$ cat config.mk
export PLATFORM = sky130hd
export DESIGN_NAME = pipe_adder_flat
export DESIGN_NICKNAME = d
export VERILOG_FILES = /design/src/rtl/pipe_adder_pkg.sv /design/src/rtl/pipe_adder_if.sv /design/src/rtl/pipe_adder_rca_chunk.sv /design/src/rtl/pipe_adder.sv /design/src/flat_wrapper.sv
export SDC_FILE = /design/constraint.sdc
export NUM_CORES = 1
export LEC_CHECK = 0
export BUFFER_PORTS_ARGS = -buffer_cell sky130_fd_sc_hd__buf_2
export CORE_ASPECT_RATIO = 0.5
export CORE_UTILIZATION = 52
export DETAILED_ROUTE_END_ITERATION = 8
export PLACE_DENSITY_LB_ADDON = 0.15
export SETUP_SLACK_MARGIN = 0.05
export SLEW_MARGIN = 15
export SYNTH_ARGS = -nofsm -noshare
export SYNTH_HDL_FRONTEND = slang
export SYNTH_SLANG_ARGS = --single-unit
export TNS_END_PERCENT = 20
$ cat constraint.sdc
create_clock -name clk -period 8.55 [get_ports clk]
set_clock_uncertainty 0.05 [all_clocks]
set_input_delay 0 -clock clk [delete_from_list [all_inputs] [get_ports clk]]
set_output_delay 0 -clock clk [all_outputs]
set_load 0.01 [all_outputs]
$ cat src/rtl/pipe_adder_pkg.sv
// pipe_adder_pkg: shared defaults and stage-count helper for pipe_adder.
// Optional feature macro used by this block: PIPE_ADDER_OVF_EN.
package pipe_adder_pkg;

    localparam int DEF_WIDTH = 32;
    localparam int DEF_CHUNK = 8;

    function automatic int stages_of(input int width, input int chunk);
        return width / chunk;
    endfunction

endpackage

$ cat src/rtl/pipe_adder_if.sv
// pipe_adder_if: operand/result handshake bundle for pipe_adder.
// ovf exists only when PIPE_ADDER_OVF_EN is defined.
interface pipe_adder_if
    import pipe_adder_pkg::*;
#(
    parameter int WIDTH = DEF_WIDTH
);

    logic             in_valid;
    logic             in_ready;
    logic [WIDTH-1:0] a;
    logic [WIDTH-1:0] b;
    logic             c_in;
    logic             out_valid;
    logic             out_ready;
    logic [WIDTH-1:0] s;
    logic             c_out;
`ifdef PIPE_ADDER_OVF_EN
    logic             ovf;
`endif

    modport master (
        output in_valid, a, b, c_in, out_ready,
        input  in_ready, out_valid, s, c_out
`ifdef PIPE_ADDER_OVF_EN
        , input ovf
`endif
    );

    modport slave (
        input  in_valid, a, b, c_in, out_ready,
        output in_ready, out_valid, s, c_out
`ifdef PIPE_ADDER_OVF_EN
        , output ovf
`endif
    );

endinterface

$ cat src/rtl/pipe_adder_rca_chunk.sv
// rca_chunk: combinational CHUNK-bit ripple-carry adder from full adders.
// One instance sits in each pipe_adder stage.
module rca_chunk
    import pipe_adder_pkg::*;
#(
    parameter int CHUNK = DEF_CHUNK
) (
    input  logic [CHUNK-1:0] a,
    input  logic [CHUNK-1:0] b,
    input  logic             c_in,
    output logic [CHUNK-1:0] s,
    output logic             c_out
);

    logic [CHUNK:0] c;

    assign c[0] = c_in;

    for (genvar i = 0; i < CHUNK; i++) begin : g_fa
        assign s[i]   = a[i] ^ b[i] ^ c[i];
        assign c[i+1] = (a[i] & b[i]) | (c[i] & (a[i] ^ b[i]));
    end

    assign c_out = c[CHUNK];

endmodule

$ cat src/rtl/pipe_adder.sv
// pipe_adder: skewed carry-pipelined adder, one CHUNK-bit ripple per stage.
// Define PIPE_ADDER_OVF_EN to add the signed-overflow output ovf.
module pipe_adder
    import pipe_adder_pkg::*;
#(
    parameter int WIDTH = DEF_WIDTH,
    parameter int CHUNK = DEF_CHUNK
) (
    input  logic        clk,
    input  logic        rst_n,
    pipe_adder_if.slave bus
);

    localparam int STAGES = stages_of(WIDTH, CHUNK);

    if ((WIDTH % CHUNK) != 0 || STAGES < 1) begin : g_bad_cfg
        $error("pipe_adder: WIDTH must be a positive multiple of CHUNK");
    end

    logic adv;

    assign adv          = !bus.out_valid || bus.out_ready;
    assign bus.in_ready = adv;

    for (genvar k = 0; k < STAGES; k++) begin : g_stg
        localparam int LO = k * CHUNK;
        localparam int HI = LO + CHUNK;

        // Unconsumed operand bits arriving at this stage
        logic [WIDTH-1:LO] a_src;
        logic [WIDTH-1:LO] b_src;
        logic              c_src;
        logic              v_src;
        logic [CHUNK-1:0]  cs;
        logic              co;
        logic [HI-1:0]     s_d;
        logic [HI-1:0]     s_q;
        logic              c_q;
        logic              v_q;
`ifdef PIPE_ADDER_OVF_EN
        logic              sa_src;
        logic              sb_src;
`endif

        if (k == 0) begin : g_in
            assign a_src = bus.a;
            assign b_src = bus.b;
            assign c_src = bus.c_in;
            assign v_src = bus.in_valid;
            assign s_d   = cs;
`ifdef PIPE_ADDER_OVF_EN
            assign sa_src = bus.a[WIDTH-1];
            assign sb_src = bus.b[WIDTH-1];
`endif
        end else begin : g_in
            assign a_src = g_stg[k-1].g_op.a_q;
            assign b_src = g_stg[k-1].g_op.b_q;
            assign c_src = g_stg[k-1].c_q;
            assign v_src = g_stg[k-1].v_q;
            assign s_d   = {cs, g_stg[k-1].s_q};
`ifdef PIPE_ADDER_OVF_EN
            assign sa_src = g_stg[k-1].g_op.sa_q;
            assign sb_src = g_stg[k-1].g_op.sb_q;
`endif
        end

        rca_chunk #(
            .CHUNK (CHUNK)
        ) u_rca (
            .a     (a_src[HI-1:LO]),
            .b     (b_src[HI-1:LO]),
            .c_in  (c_src),
            .s     (cs),
            .c_out (co)
        );

        // Register valid, completed sum chunks and carry; freeze on stall
        always_ff @(posedge clk or negedge rst_n) begin
            if (!rst_n) begin
                v_q <= 1'b0;
                s_q <= '0;
                c_q <= 1'b0;
            end else if (adv) begin
                v_q <= v_src;
                s_q <= s_d;
                c_q <= co;
            end
        end

        if (k < STAGES - 1) begin : g_op
            logic [WIDTH-1:HI] a_q;
            logic [WIDTH-1:HI] b_q;
`ifdef PIPE_ADDER_OVF_EN
            logic              sa_q;
            logic              sb_q;

            // Carry operand sign bits toward the overflow stage
            always_ff @(posedge clk or negedge rst_n) begin
                if (!rst_n) begin
                    sa_q <= 1'b0;
                    sb_q <= 1'b0;
                end else if (adv) begin
                    sa_q <= sa_src;
                    sb_q <= sb_src;
                end
            end
`endif

            // Pass the not-yet-added operand chunks down the skew
            always_ff @(posedge clk or negedge rst_n) begin
                if (!rst_n) begin
                    a_q <= '0;
                    b_q <= '0;
                end else if (adv) begin
                    a_q <= a_src[WIDTH-1:HI];
                    b_q <= b_src[WIDTH-1:HI];
                end
            end
        end

`ifdef PIPE_ADDER_OVF_EN
        if (k == STAGES - 1) begin : g_ovf
            logic ovf_q;

            // Signed overflow registered alongside the final sum chunk
            always_ff @(posedge clk or negedge rst_n) begin
                if (!rst_n) begin
                    ovf_q <= 1'b0;
                end else if (adv) begin
                    ovf_q <= (sa_src == sb_src) && (cs[CHUNK-1] != sa_src);
                end
            end
        end
`endif
    end

    assign bus.out_valid = g_stg[STAGES-1].v_q;
    assign bus.s         = g_stg[STAGES-1].s_q;
    assign bus.c_out     = g_stg[STAGES-1].c_q;
`ifdef PIPE_ADDER_OVF_EN
    assign bus.ovf       = g_stg[STAGES-1].g_ovf.ovf_q;
`endif

endmodule

$ cat src/flat_wrapper.sv
// flat-port wrapper written by rule: the top's interface ports become plain ports
module pipe_adder_flat import pipe_adder_pkg::*;
#(
    parameter int WIDTH = DEF_WIDTH,
    parameter int CHUNK = DEF_CHUNK
)
  (clk, rst_n, bus_in_valid, bus_a, bus_b, bus_c_in, bus_out_ready, bus_in_ready, bus_out_valid, bus_s, bus_c_out);
  pipe_adder_if #(.WIDTH(WIDTH)) bus_i ();
  input  logic clk;
  input  logic rst_n;
  input wire logic [$bits(bus_i.in_valid)-1:0] bus_in_valid;
  input wire logic [$bits(bus_i.a)-1:0] bus_a;
  input wire logic [$bits(bus_i.b)-1:0] bus_b;
  input wire logic [$bits(bus_i.c_in)-1:0] bus_c_in;
  input wire logic [$bits(bus_i.out_ready)-1:0] bus_out_ready;
  output wire logic [$bits(bus_i.in_ready)-1:0] bus_in_ready;
  output wire logic [$bits(bus_i.out_valid)-1:0] bus_out_valid;
  output wire logic [$bits(bus_i.s)-1:0] bus_s;
  output wire logic [$bits(bus_i.c_out)-1:0] bus_c_out;
  assign bus_i.in_valid = bus_in_valid;
  assign bus_i.a = bus_a;
  assign bus_i.b = bus_b;
  assign bus_i.c_in = bus_c_in;
  assign bus_i.out_ready = bus_out_ready;
  assign bus_in_ready = bus_i.in_ready;
  assign bus_out_valid = bus_i.out_valid;
  assign bus_s = bus_i.s;
  assign bus_c_out = bus_i.c_out;
  pipe_adder #(.WIDTH(WIDTH), .CHUNK(CHUNK)) u_core (.clk(clk), .rst_n(rst_n), .bus(bus_i));
endmodule
**Word-level counts from Yosys, hierarchy flattened**

Cells that the tools add are included.

- Bitwise logic cells: 160
- Reductions and logical operators: 2

Operators by type and width:

| operator | count |
|---|---|
| $and 1x1->1 | 64 |
| $xor 1x1->1 | 64 |
| $or 1x1->1 | 32 |
| $logic_not 1->1 | 1 |
| $logic_or 1x1->1 | 1 |

- Output and inout port bits: 35
- Word-level logic and storage cells: 180
- Input port bits: 69
- Flip-flop bits (word level): 184

**Logic depth before layout (Yosys ltp)**

Gate-level depths: netlist of run 1.

- Word-level depth: 17
- Gate-level depth with buffers: 12
- Gate-level depth less buffers: 12

**Hierarchy**

Synthesis of run 1 repeated with hierarchy kept, for this count alone.

- Cells, all modules: 462
- Area total of the unflattened synthesis: 7649.8 um^2

Modules (own cells, without submodules):

| module | times used | cells each | area an instance (um^2) | sequential area each (um^2) |
|---|---|---|---|---|
| pipe_adder | 1 | 390 | 6859.1 | 4604.4 |
| rca_chunk | 4 | 18 | 197.7 | 0.0 |

**Worst setup path after synthesis of run 1**

Ideal clock, no wire load.

- Path type: register to register
- From: register u_core.g_stg[0].g_op.b_q[8] in the netlist's numbering
- To: register u_core.g_stg[1].s_q[15]
- Library setup time: 0.077 ns
- Cell stages (with the launch flop): 13
- Arrival: 3.854 ns
- Period minus slack after synthesis: 3.981 ns
- Slack: 4.569 ns
- Cell sequence: dfrtp_1 > fa_1 > inv_1 > fa_1 > inv_1 > fa_1 > fa_1 > fa_1 > fa_1 > fa_1 > inv_1 > fa_1 > a21oi_1

- Word-level cells in the longest chain between the ends: 16

RTL lines:

| element | line | RTL |
|---|---|---|
| start, declared | pipe_adder.sv:92 | `logic [WIDTH-1:HI] b_q;` |
| start signal, assigned | pipe_adder.sv:116 | `b_q <= b_src[WIDTH-1:HI];` |
| $xor 1x1->1 | pipe_adder_rca_chunk.sv:21 | `assign c[i+1] = (a[i] & b[i]) \| (c[i] & (a[i] ^ b[i]));` |
| $and 1x1->1 | pipe_adder_rca_chunk.sv:21 |  |
| $or 1x1->1 * | pipe_adder_rca_chunk.sv:21 |  |
| $and 1x1->1 * | pipe_adder_rca_chunk.sv:21 |  |
| $or 1x1->1 * | pipe_adder_rca_chunk.sv:21 |  |
| $and 1x1->1 * | pipe_adder_rca_chunk.sv:21 |  |
| $or 1x1->1 * | pipe_adder_rca_chunk.sv:21 |  |
| $and 1x1->1 * | pipe_adder_rca_chunk.sv:21 |  |
| $or 1x1->1 * | pipe_adder_rca_chunk.sv:21 |  |
| $and 1x1->1 * | pipe_adder_rca_chunk.sv:21 |  |
| $or 1x1->1 * | pipe_adder_rca_chunk.sv:21 |  |
| $and 1x1->1 * | pipe_adder_rca_chunk.sv:21 |  |
| $or 1x1->1 * | pipe_adder_rca_chunk.sv:21 |  |
| $and 1x1->1 * | pipe_adder_rca_chunk.sv:21 |  |
| $or 1x1->1 * | pipe_adder_rca_chunk.sv:21 |  |
| $xor 1x1->1 * | pipe_adder_rca_chunk.sv:20 | `assign s[i] = a[i] ^ b[i] ^ c[i];` |
| end signal, assigned | pipe_adder.sv:81 | `s_q <= '0;` |
| end signal, assigned | pipe_adder.sv:85 | `s_q <= s_d;` |
| end, declared | pipe_adder.sv:37 | `logic [HI-1:0] s_q;` |

Mark *: on every way between the ends. The rest lies on a longest branch, timed or not.
A chain may end at the register's enable or synchronous reset.

**Worst setup path in the final report of run 1**

- From: register u_core.g_stg[1].g_op.b_q[16] in the netlist's numbering
- To: register u_core.g_stg[2].s_q[23]

- Word-level cells in the longest chain between the ends: 16

RTL lines:

| element | line |
|---|---|
| start, declared | pipe_adder.sv:92 |
| start signal, assigned | pipe_adder.sv:116 |
| $xor 1x1->1 | pipe_adder_rca_chunk.sv:21 |
| $and 1x1->1 | pipe_adder_rca_chunk.sv:21 |
| $or 1x1->1 * | pipe_adder_rca_chunk.sv:21 |
| $and 1x1->1 * | pipe_adder_rca_chunk.sv:21 |
| $or 1x1->1 * | pipe_adder_rca_chunk.sv:21 |
| $and 1x1->1 * | pipe_adder_rca_chunk.sv:21 |
| $or 1x1->1 * | pipe_adder_rca_chunk.sv:21 |
| $and 1x1->1 * | pipe_adder_rca_chunk.sv:21 |
| $or 1x1->1 * | pipe_adder_rca_chunk.sv:21 |
| $and 1x1->1 * | pipe_adder_rca_chunk.sv:21 |
| $or 1x1->1 * | pipe_adder_rca_chunk.sv:21 |
| $and 1x1->1 * | pipe_adder_rca_chunk.sv:21 |
| $or 1x1->1 * | pipe_adder_rca_chunk.sv:21 |
| $and 1x1->1 * | pipe_adder_rca_chunk.sv:21 |
| $or 1x1->1 * | pipe_adder_rca_chunk.sv:21 |
| $xor 1x1->1 * | pipe_adder_rca_chunk.sv:20 |
| end signal, assigned | pipe_adder.sv:81 |
| end signal, assigned | pipe_adder.sv:85 |
| end, declared | pipe_adder.sv:37 |

Marked as above.

==> results.cfg, run 1 <==
[floorplan]
die-width_um = 179.7
start_util_pct = 53.27
rows = 32
core_area_um2 = 15410
design.die.area_um2 = 16330
fp.dieH_um = 90.86
ioPinCount = 104

[setup_path]
critPathRequiredTime_ps = 8840
critPathMaxStageDelay_ps = 480
cp_max_fo = 2
path_cells = fa_1 -> inv_1 -> fa_1 -> inv_1 -> fa_1 -> fa_1 -> fa_1 -> fa_1 -> fa_1 -> inv_1 -> fa_1 -> a21oi_1
endpoint_kind = flip-flop
critPathSlowestCell = fa_1
critPathKind = reg -> reg
crit_top_cell = fa_1
cp.arrival_ps = 4450
start_kind = flip-flop

[place]
portBuffers = 103
post-dp-hpwl_um = 7992
placed_area_um2 = 8762
dp.cells = 752
gp_congestion = 0.6935

[global_routing]
grt_max_degree = 109
grt_pass1_vias = 4447
grt_pass1_wl_um = 22830
track_usage_pct = 17.92
overflow = 0
antenna_found_initial = 0

[synthesis]
syn_area_per_cell_um2 = 17.70
ys_seq_area_share_pct = 56.07
yosysTopAreaCellShare_pct = 56.07
ys_warn_count = 0
synth_top_cell_by_area = dfrtp_1
synth_area_um2 = 8212
syn_nets = 565
synth_area_leaders = dfrtp_1 56%, mux2_4 25%, fa_1 7.8%
synth_seq_cells = 184
syn_inst = 464
ys_types = 12

[cts]
clkLatencyLatePin_ps = 430
cts_root_buffer = clkbuf_16
cts_buffers = 17
cts_resized = 0
cts.clk_slew.worst_paths_ps = 80
cts_sinks = 184
cts_tree = done
cts_max_level = 4
clockBufferDepth = 2
postCtsSetupBuffers = 0

[sta]
finalCritPeriodShare_pct = 48.65
slew_violations = 0
min_period_ps = 4160
max_freq_ghz = 0.2404
rsz0062_at_grt = false
final-setup-viol-count = 0
relSlewSlack_pct = 30.36
worst_slew_pin_slew_ps = 1045
setup_tns_ps = 0
hold_viol_final = 0

[status]
outcome = completed

[layout]
fin_nets = 735
final_cell_area_um2 = 10010
fin_cells = 851
fillers = 1127
antennaDiodeCount = 0
drive_gt1_share_pct = 48.07
synthToLayoutAreaGrowth_pct = 21.94

[detailed_routing]
drt-initial-drc-count = 247
wl_per_cell_um = 15.34
drtAntennaViolNets = 0
post_drt_via_cell_ratio = 4.770
drt_wl_total_um = 13060
route.vias.total = 4059
firstDrtPassIters = 6
drc = 0

[power]
power_density_nw_per_um2 = 353.8
p_leak_nw = 4.869
peakVddDrop_uv = 171.4

[flow_run]
drv_cap = 0

[worst_hold_path]
worst_hold_path_type = in -> reg
[kinds of logic (layout without fill, tap and decap cells)]
| group | Yosys count | after routing | synth area share (%) |
|---|---|---|---|
| buffers and inverters | 51 | 234 | 4.525 |
| flip-flops | 184 | 184 | 56.07 |
| AND/OR/NAND/NOR | 14 | 14 | 1.249 |
| multiplexers | 171 | 171 | 29.62 |
| AO/OA/AOI/OAI | 12 | 12 | 0.7314 |
| adder cells (fa/ha/maj) | 32 | 32 | 7.801 |
[repair_timing]
action                                  in CTS  in global routing
hold buffers                                67                  0
hold endpoints to repair                   165                  0
endpoints found under the setup margin       0                  0
[cells in the mapped netlist, drive strengths merged]
library cell / instances
dfrtp: 184
a21oi: 12
fa: 32
nand2b: 2
buf: 21
clkbuf: 2
inv: 28
mux2: 171
nor3b: 12
[layout make-up]
cell class / count / area (um^2) / area share (%)
Clock buffer: 17 / 425.4 / 4.248
Tap cell: 204 / 255.2 / 2.549
Sequential cell: 184 / 4604 / 45.98
Timing Repair Buffer: 174 / 1225 / 12.23
Inverter: 28 / 105.1 / 1.050
Multi-Input combinational cell: 229 / 3243 / 32.39
Clock inverter: 15 / 155.1 / 1.549
[worst max-delay path: cells and delay by family, from the launching register on]
family / cells / cell delay, ps
adders and majority gates: 8 / 3270
DFF: 1 / 410
buffers and inverters: 3 / 230
AOI/OAI and AO/OA: 1 / 120
[per-layer routing]
metal  GRT usage (%)  up-vias  routed length [um]
met3           3.871       17                 297
met4           6.466        0                 200
met2           26.85       60                5876
met1           25.90     2070                6680
li1                -     1912                   -
met5               0        -                   0
[report_power, final]
group          switching [mW]  leakage [nW]  internal [mW]
sequential              0.241          2.13           1.25
combinational           0.458          2.45          0.814
clock                   0.361         0.286          0.415
total                    1.06          4.87           2.48
[flip-flops by register name, summed over array words and instances, names as in the netlist]
signal	cells
u_core.g_stg.c_q	3
u_core.g_stg.v_q	3
u_core.bus.c_out	1
u_core.g_stg.g_op.a_q	48
u_core.bus.s	32
u_core.g_stg.s_q	48
u_core.bus.out_valid	1
u_core.g_stg.g_op.b_q	48
[layout by cell type (no fill, tap or decap), drive strengths merged, types with 2 or more instances in the layout]
cell type and count:
nand2b 2, a21oi 12, nor3b 12, fa 32
clkinv 3, inv 38, dlygate4sd3 67, clkbuf 18
dfrtp 184, mux2 171, buf 106
[through the flow]
step           total power [mW]  setup slack (ps)  hold WS, ps  util, %
2_1_floorplan             2.486              4569       -345.6        -
3_3_place_gp              2.730              4406        109.6    56.84
3_5_place_dp              2.771              4369        116.6    56.84
4_1_cts                   3.592              4353        44.83    64.96
5_1_grt                   3.787              4172        63.14    64.96
6_report                  3.542              4390        46.40    64.96
[path summary, 6_finish.rpt]
check,from,cells past startpoint,slack [ps],to
max in group asynchronous,rst_n,3,6830,u_core.bus.s[8]
max,u_core.g_stg[1].g_op.b_q[16],12,4390,u_core.g_stg[2].s_q[23]
min reg2reg,u_core.g_stg[2].v_q,1,430,u_core.bus.out_valid
min,bus_out_ready,3,50,u_core.g_stg[1].s_q[9]
min in group asynchronous,rst_n,2,170,u_core.g_stg[1].g_op.b_q[27]
max reg2reg,u_core.g_stg[1].g_op.b_q[16],12,4390,u_core.g_stg[2].s_q[23]
(Power assumes the default switching activity.)
==> run 2: changes to the inputs <==
==> constraint.sdc (replaced) <==
create_clock -name clk -period 4 [get_ports clk]
set_clock_uncertainty 0.05 [all_clocks]
set_input_delay 0 -clock clk [delete_from_list [all_inputs] [get_ports clk]]
set_output_delay 0 -clock clk [all_outputs]
set_load 0.01 [all_outputs]
==> run 2 against run 1 <==
The run now ends with DRC left. Maximum frequency grew 8.3%. Total power is 120% higher. Wire length up 0.11%. First-iteration DRC count fell by 29%. Global-route usage down 0.058 points. Sequential share of layout area is 0.66 points lower. Sequential power grew 120%. Die area unchanged. Via count up 1.2%. Flip-flop and latch count did not move. Worst setup slack got worse by 4200 ps. Clock power is 130% higher. Critical path type unchanged.
==> results.cfg, run 2 (same netlist as run 1, synthesis figures left out) <==
[status]
outcome = finished, violations left
violations = DRC

[floorplan]
die-width_um = 179.7
design.die.area_um2 = 16330
core_area_um2 = 15410
start_util_pct = 53.27
fp.dieH_um = 90.86
rows = 32
ioPinCount = 104

[layout]
utilization_pct = 65.91
final_cell_area_um2 = 10160
fillers = 1093
antennaDiodeCount = 0
reg_top3 = u_core.g_stg.g_op.a_q: 48 flops, u_core.g_stg.g_op.b_q: 48 flops, u_core.g_stg.s_q: 48 flops
fin_nets = 739
fin_cells = 854
final_common_cell = dfrtp_1
final_cell_mix = 184 x dfrtp_1, 135 x mux2_4, 102 x buf_2, 67 x dlygate4sd3_1, 36 x mux2_2
synthToLayoutAreaGrowth_pct = 23.72
drive_gt1_share_pct = 50.46

[sta]
worst_slew_pin_slew_ps = 887.3
rsz0062_at_grt = true
slew_violations = 0
relSlewSlack_pct = 40.85
max_freq_ghz = 0.2604
hold_viol_final = 0
final-setup-viol-count = 0
finalCritPeriodShare_pct = 95.99
min_period_ps = 3840

[detailed_routing]
post_drt_via_cell_ratio = 4.811
wl_per_cell_um = 15.30
wl_met3_um = 303
topRoutingLayerUsed = met4
drc = 2
firstDrtPassIters = 8
drtAntennaViolNets = 0
route.vias.total = 4109
drt-met1-wl_um = 6647
drt_wl_total_um = 13070
wl_met2_um = 5989
drt-initial-drc-count = 175

[setup_path]
start_kind = flip-flop
critPathKind = reg -> reg
endpoint_kind = flip-flop
critPathRequiredTime_ps = 4290
cp.arrival_ps = 4130
crit_start = u_core.g_stg[2].g_op.b_q[24]
rr_startpoint = u_core.g_stg[2].g_op.b_q[24]
cp_max_fo = 2

[cts]
cts_max_level = 4
cts.clk_slew.worst_paths_ps = 70
cts_tree = done
cts_sinks = 184
clkLatencyLatePin_ps = 420
clockBufferDepth = 2
cts_root_buffer = clkbuf_16
cts_buffers = 17

[power]
power_density_nw_per_um2 = 771.7
p_leak_nw = 4.910
peakVddDrop_uv = 340.1

[place]
gp_congestion = 0.6875
dp.cells = 755
post-dp-hpwl_um = 7991
placed_area_um2 = 8812
portBuffers = 103

[worst_hold_path]
hp-start = bus_out_ready
worst_hold_path_type = in -> reg

[global_routing]
grt_pass1_vias = 4482
track_usage_pct = 17.86
antenna_found_initial = 0
overflow = 0
grt_max_degree = 114
grt_pass1_wl_um = 22820

[flow_run]
drv_cap = 0
run 2: cell count changes in the layout (fill, tap and decap cells not counted), moves of 3 or more:
cell and delta:
inv_6 -5, inv_8 -3, fa_1 -13, bufinv_16 +4
fa_2 +13
run 2: routing by layer:
| metal | vias to the layer above | global-route usage, % |
|---|---|---|
| met5 | - | 0 |
| met4 | 0 | 6.250 |
| met3 | 11 | 3.710 |
| met2 | 55 | 27.20 |
| met1 | 2121 | 25.59 |
| li1 | 1922 | - |
run 2: final timing paths:
path                                                     end  slack [ps]  depth (start not counted)
worst max-delay path                        u_core.bus.s[31]         160                         12
worst min-delay path                  u_core.g_stg[0].s_q[1]          70                          3
worst max register to register              u_core.bus.s[31]         160                         12
worst min register to register          u_core.bus.out_valid         420                          1
max in group asynchronous               u_core.bus.out_valid        2580                          3
min in group asynchronous       u_core.g_stg[0].g_op.b_q[27]         220                          2
run 2: power by group:
| group | internal, mW | total (mW) | switching [mW] | leakage (nW) |
|---|---|---|---|---|
| Sequential | 2.68 | 3.21 | 0.529 | 2.13 |
| Combinational | 1.81 | 2.83 | 1.02 | 2.47 |
| Clock | 1.11 | 1.80 | 0.696 | 0.308 |
| Total | 5.60 | 7.84 | 2.24 | 4.91 |
run 2: what timing repair did:
action,CTS,global route
endpoints found under the hold margin,169,0
hold buffers,67,0
gates resized for setup,9,6
endpoints found under the setup margin,6,3
pin swaps,1,5
setup buffers,1,0
run 2: cell type report:
type / count / area, um^2 / share of cell area (%)
multi-input combinational: 229 / 3283 / 32.32
clock inverter: 12 / 198.9 / 1.958
timing repair buffer: 178 / 1280 / 12.60
sequential: 184 / 4604 / 45.32
clock buffer: 19 / 432.9 / 4.261
tap: 204 / 255.2 / 2.512
inverter: 28 / 105.1 / 1.034
run 2: through the flow:
stage	hold slack, ps	TNS, ps	power, mW	worst slack (ps)
finish	69.85	0	7.840	160.2
detailed placement	148.1	-386.2	5.969	-222.2
floorplan	-345.6	0	5.316	18.69
global route	69.10	0	8.354	27.53
global placement	148.1	-149.0	5.870	-127.3
CTS	48.35	0	7.922	14.34
run 2: critical path, cell delays in order (launching register included):
cell and delay (ps):
dfrtp_1 400, fa_1 420, inv_1 90, fa_1 190, inv_1 70, fa_2 400
fa_2 400, fa_2 400, fa_2 350, fa_1 360, inv_1 70, fa_1 420
a21oi_1 140
==> run 3: changes to the inputs <==
--- a/config.mk
+++ b/config.mk
@@ -5,7 +5,7 @@
 export SDC_FILE = /design/constraint.sdc
 export NUM_CORES = 1
 export LEC_CHECK = 0
-export BUFFER_PORTS_ARGS = -buffer_cell sky130_fd_sc_hd__buf_2
+export BUFFER_PORTS_ARGS = -buffer_cell sky130_fd_sc_hd__buf_4
 export CORE_ASPECT_RATIO = 0.5
 export CORE_UTILIZATION = 52
 export DETAILED_ROUTE_END_ITERATION = 8
==> run 3 against run 2 <==
The run still ends with DRC left. Global-route usage up 0.092 points. Via count increased by 0.34%. Combinational power up 4%. Total power up 0.26%. Clock power down 6%. Worst hold slack improved by 160 ps. Worst setup slack improved by 7.6 ps. Register-to-register slack hardly changed. Critical endpoint is now u_core.g_stg[2].s_q[23].
==> results.cfg, run 3 (same netlist as run 1, synthesis figures left out) <==
[status]
outcome = finished, violations left
violations = DRC

[layout]
synthToLayoutAreaGrowth_pct = 26.71
multi_input_area_um2 = 3286
final_cell_area_um2 = 10410
final_cell_mix = 184 x dfrtp_1, 135 x mux2_4, 106 x buf_4, 67 x dlygate4sd3_1, 36 x mux2_2
fin_nets = 739
seqCellArea_um2 = 4604
utilization_pct = 67.50
final_common_cell = dfrtp_1
drive_gt1_share_pct = 51.31
reg_top3 = u_core.g_stg.g_op.a_q: 48 flops, u_core.g_stg.g_op.b_q: 48 flops, u_core.g_stg.s_q: 48 flops
fillers = 1086
antennaDiodeCount = 0

[detailed_routing]
drtAntennaViolNets = 0
drt-met1-wl_um = 6474
drc = 3
topRoutingLayerUsed = met4
wl_met2_um = 6157
drt_wl_total_um = 13200
drt-initial-drc-count = 189
wl_met3_um = 373
wl_per_cell_um = 15.47
route.vias.total = 4123
firstDrtPassIters = 8
post_drt_via_cell_ratio = 4.834

[sta]
hold_ws_ps = 231.8
max_freq_ghz = 0.2610
rsz0062_at_grt = true
relSlewSlack_pct = 34.02
hold_viol_final = 0
worst_slew_pin_slew_ps = 989.6
final-setup-viol-count = 0
finalCritPeriodShare_pct = 95.80
min_period_ps = 3832
slew_violations = 0

[floorplan]
start_util_pct = 53.27
core_area_um2 = 15410
rows = 32
ioPinCount = 104
die-width_um = 179.7
fp.dieH_um = 90.86
design.die.area_um2 = 16330

[power]
p_leak_nw = 4.977
power_switching_mw = 2.268
sw_frac_of_total_pct = 28.86
p_clk_share_pct = 21.6
power_density_nw_per_um2 = 755.5
p_total_mw = 7.861
p_comb_share_pct = 37.5
seqPwrFrac_pct = 40.9
p_int_mw = 5.592
peakVddDrop_uv = 351.2

[global_routing]
grt_pass1_vias = 4478
grt_max_degree = 126
track_usage_pct = 17.95
overflow = 0
antenna_found_initial = 0
grt_pass1_wl_um = 22930

[flow_run]
drv_cap = 0

[setup_path]
cpLargestDelayFamily = adder cells
critPathSlowestCell = fa_1
path_cells = fa_1 -> inv_2 -> fa_1 -> inv_1 -> fa_2 -> fa_2 -> fa_2 -> fa_2 -> fa_1 -> inv_1 -> fa_1 -> a21oi_1
cp.arrival_ps = 4120
endpoint_kind = flip-flop
critPathKind = reg -> reg
critPathMaxStageDelay_ps = 440
timing.critical_path.buf_inv = 3
cp_max_fo = 2
critPathRequiredTime_ps = 4290
start_kind = flip-flop

[cts]
clockBufferDepth = 2
cts_sinks = 184
cts.clk_slew.worst_paths_ps = 60
cts_max_level = 4
cts_buffers = 17
clkLatencyLatePin_ps = 420
cts_tree = done
cts_root_buffer = clkbuf_16

[worst_hold_path]
worst_hold_path_type = in -> async

[place]
post-dp-hpwl_um = 8096
gp_congestion = 0.6919
portBuffers = 103
placed_area_um2 = 9092
[run 3: power by group through the flow]
stage	logic, mW	clock network, mW	registers (mW)
floorplan	2.17	0	3.15
finish	2.95	1.70	3.22
global placement	2.79	0	3.22
detailed placement	2.86	0	3.24
CTS	2.96	1.75	3.22
global route	3.25	1.83	3.33
[run 3: routing by layer]
metal / GRT usage [%] / vias to the layer above
met1: 25.24 / 2132
li1: - / 1918
met5: 0 / -
met3: 4.435 / 16
met4: 5.747 / 0
met2: 27.56 / 57
[run 3: final cells by class]
type | count | share of cell area [%]
multi-input cells | 229 | 31.58
well taps | 204 | 2.453
clock buffers | 17 | 4.088
flip-flops and latches | 184 | 44.25
inverters | 28 | 1.010
clock inverters | 13 | 1.623
repair buffers | 178 | 15.00
[run 3: what timing repair did]
item | in CTS | in global routing
setup buffers | 0 | 1
resized for setup | 7 | 12
hold endpoints to repair | 191 | 0
cloned | 0 | 0
endpoints found under the setup margin | 5 | 3
hold buffers | 67 | 0
pin swaps | 2 | 3
[run 3: stage by stage]
stage	std cells	TNS (ps)	setup WS (ps)
detailed placement	755	-312.5	-174.3
finish	853	0	167.8
global placement	755	-141.0	-123.1
CTS	852	0	32.29
floorplan	464	0	18.69
global route	853	0	16.05
[run 3: path summary, 6_finish.rpt]
path / cells after the start / slack, ps / end / startpoint
setup / recovery: 12 / 170 / u_core.g_stg[2].s_q[23] / u_core.g_stg[1].g_op.b_q[16]
hold / removal: 2 / 230 / u_core.g_stg[1].g_op.b_q[27] / rst_n
setup reg to reg: 12 / 170 / u_core.g_stg[2].s_q[23] / u_core.g_stg[1].g_op.b_q[16]
hold reg to reg: 1 / 430 / u_core.bus.out_valid / u_core.g_stg[2].v_q
max in group asynchronous: 3 / 2730 / u_core.bus.s[30] / rst_n
min in group clk: 3 / 300 / u_core.g_stg[0].g_op.b_q[25] / bus_b[25]
[run 3: worst reg2reg max path: cells and delay by family, from the launching register on]
| family | cells | cell delay, ps |
|---|---|---|
| flip-flops | 1 | 400 |
| adder cells (fa/ha/maj) | 8 | 2960 |
| AO/OA/AOI/OAI | 1 | 120 |
| buffers and inverters | 3 | 220 |
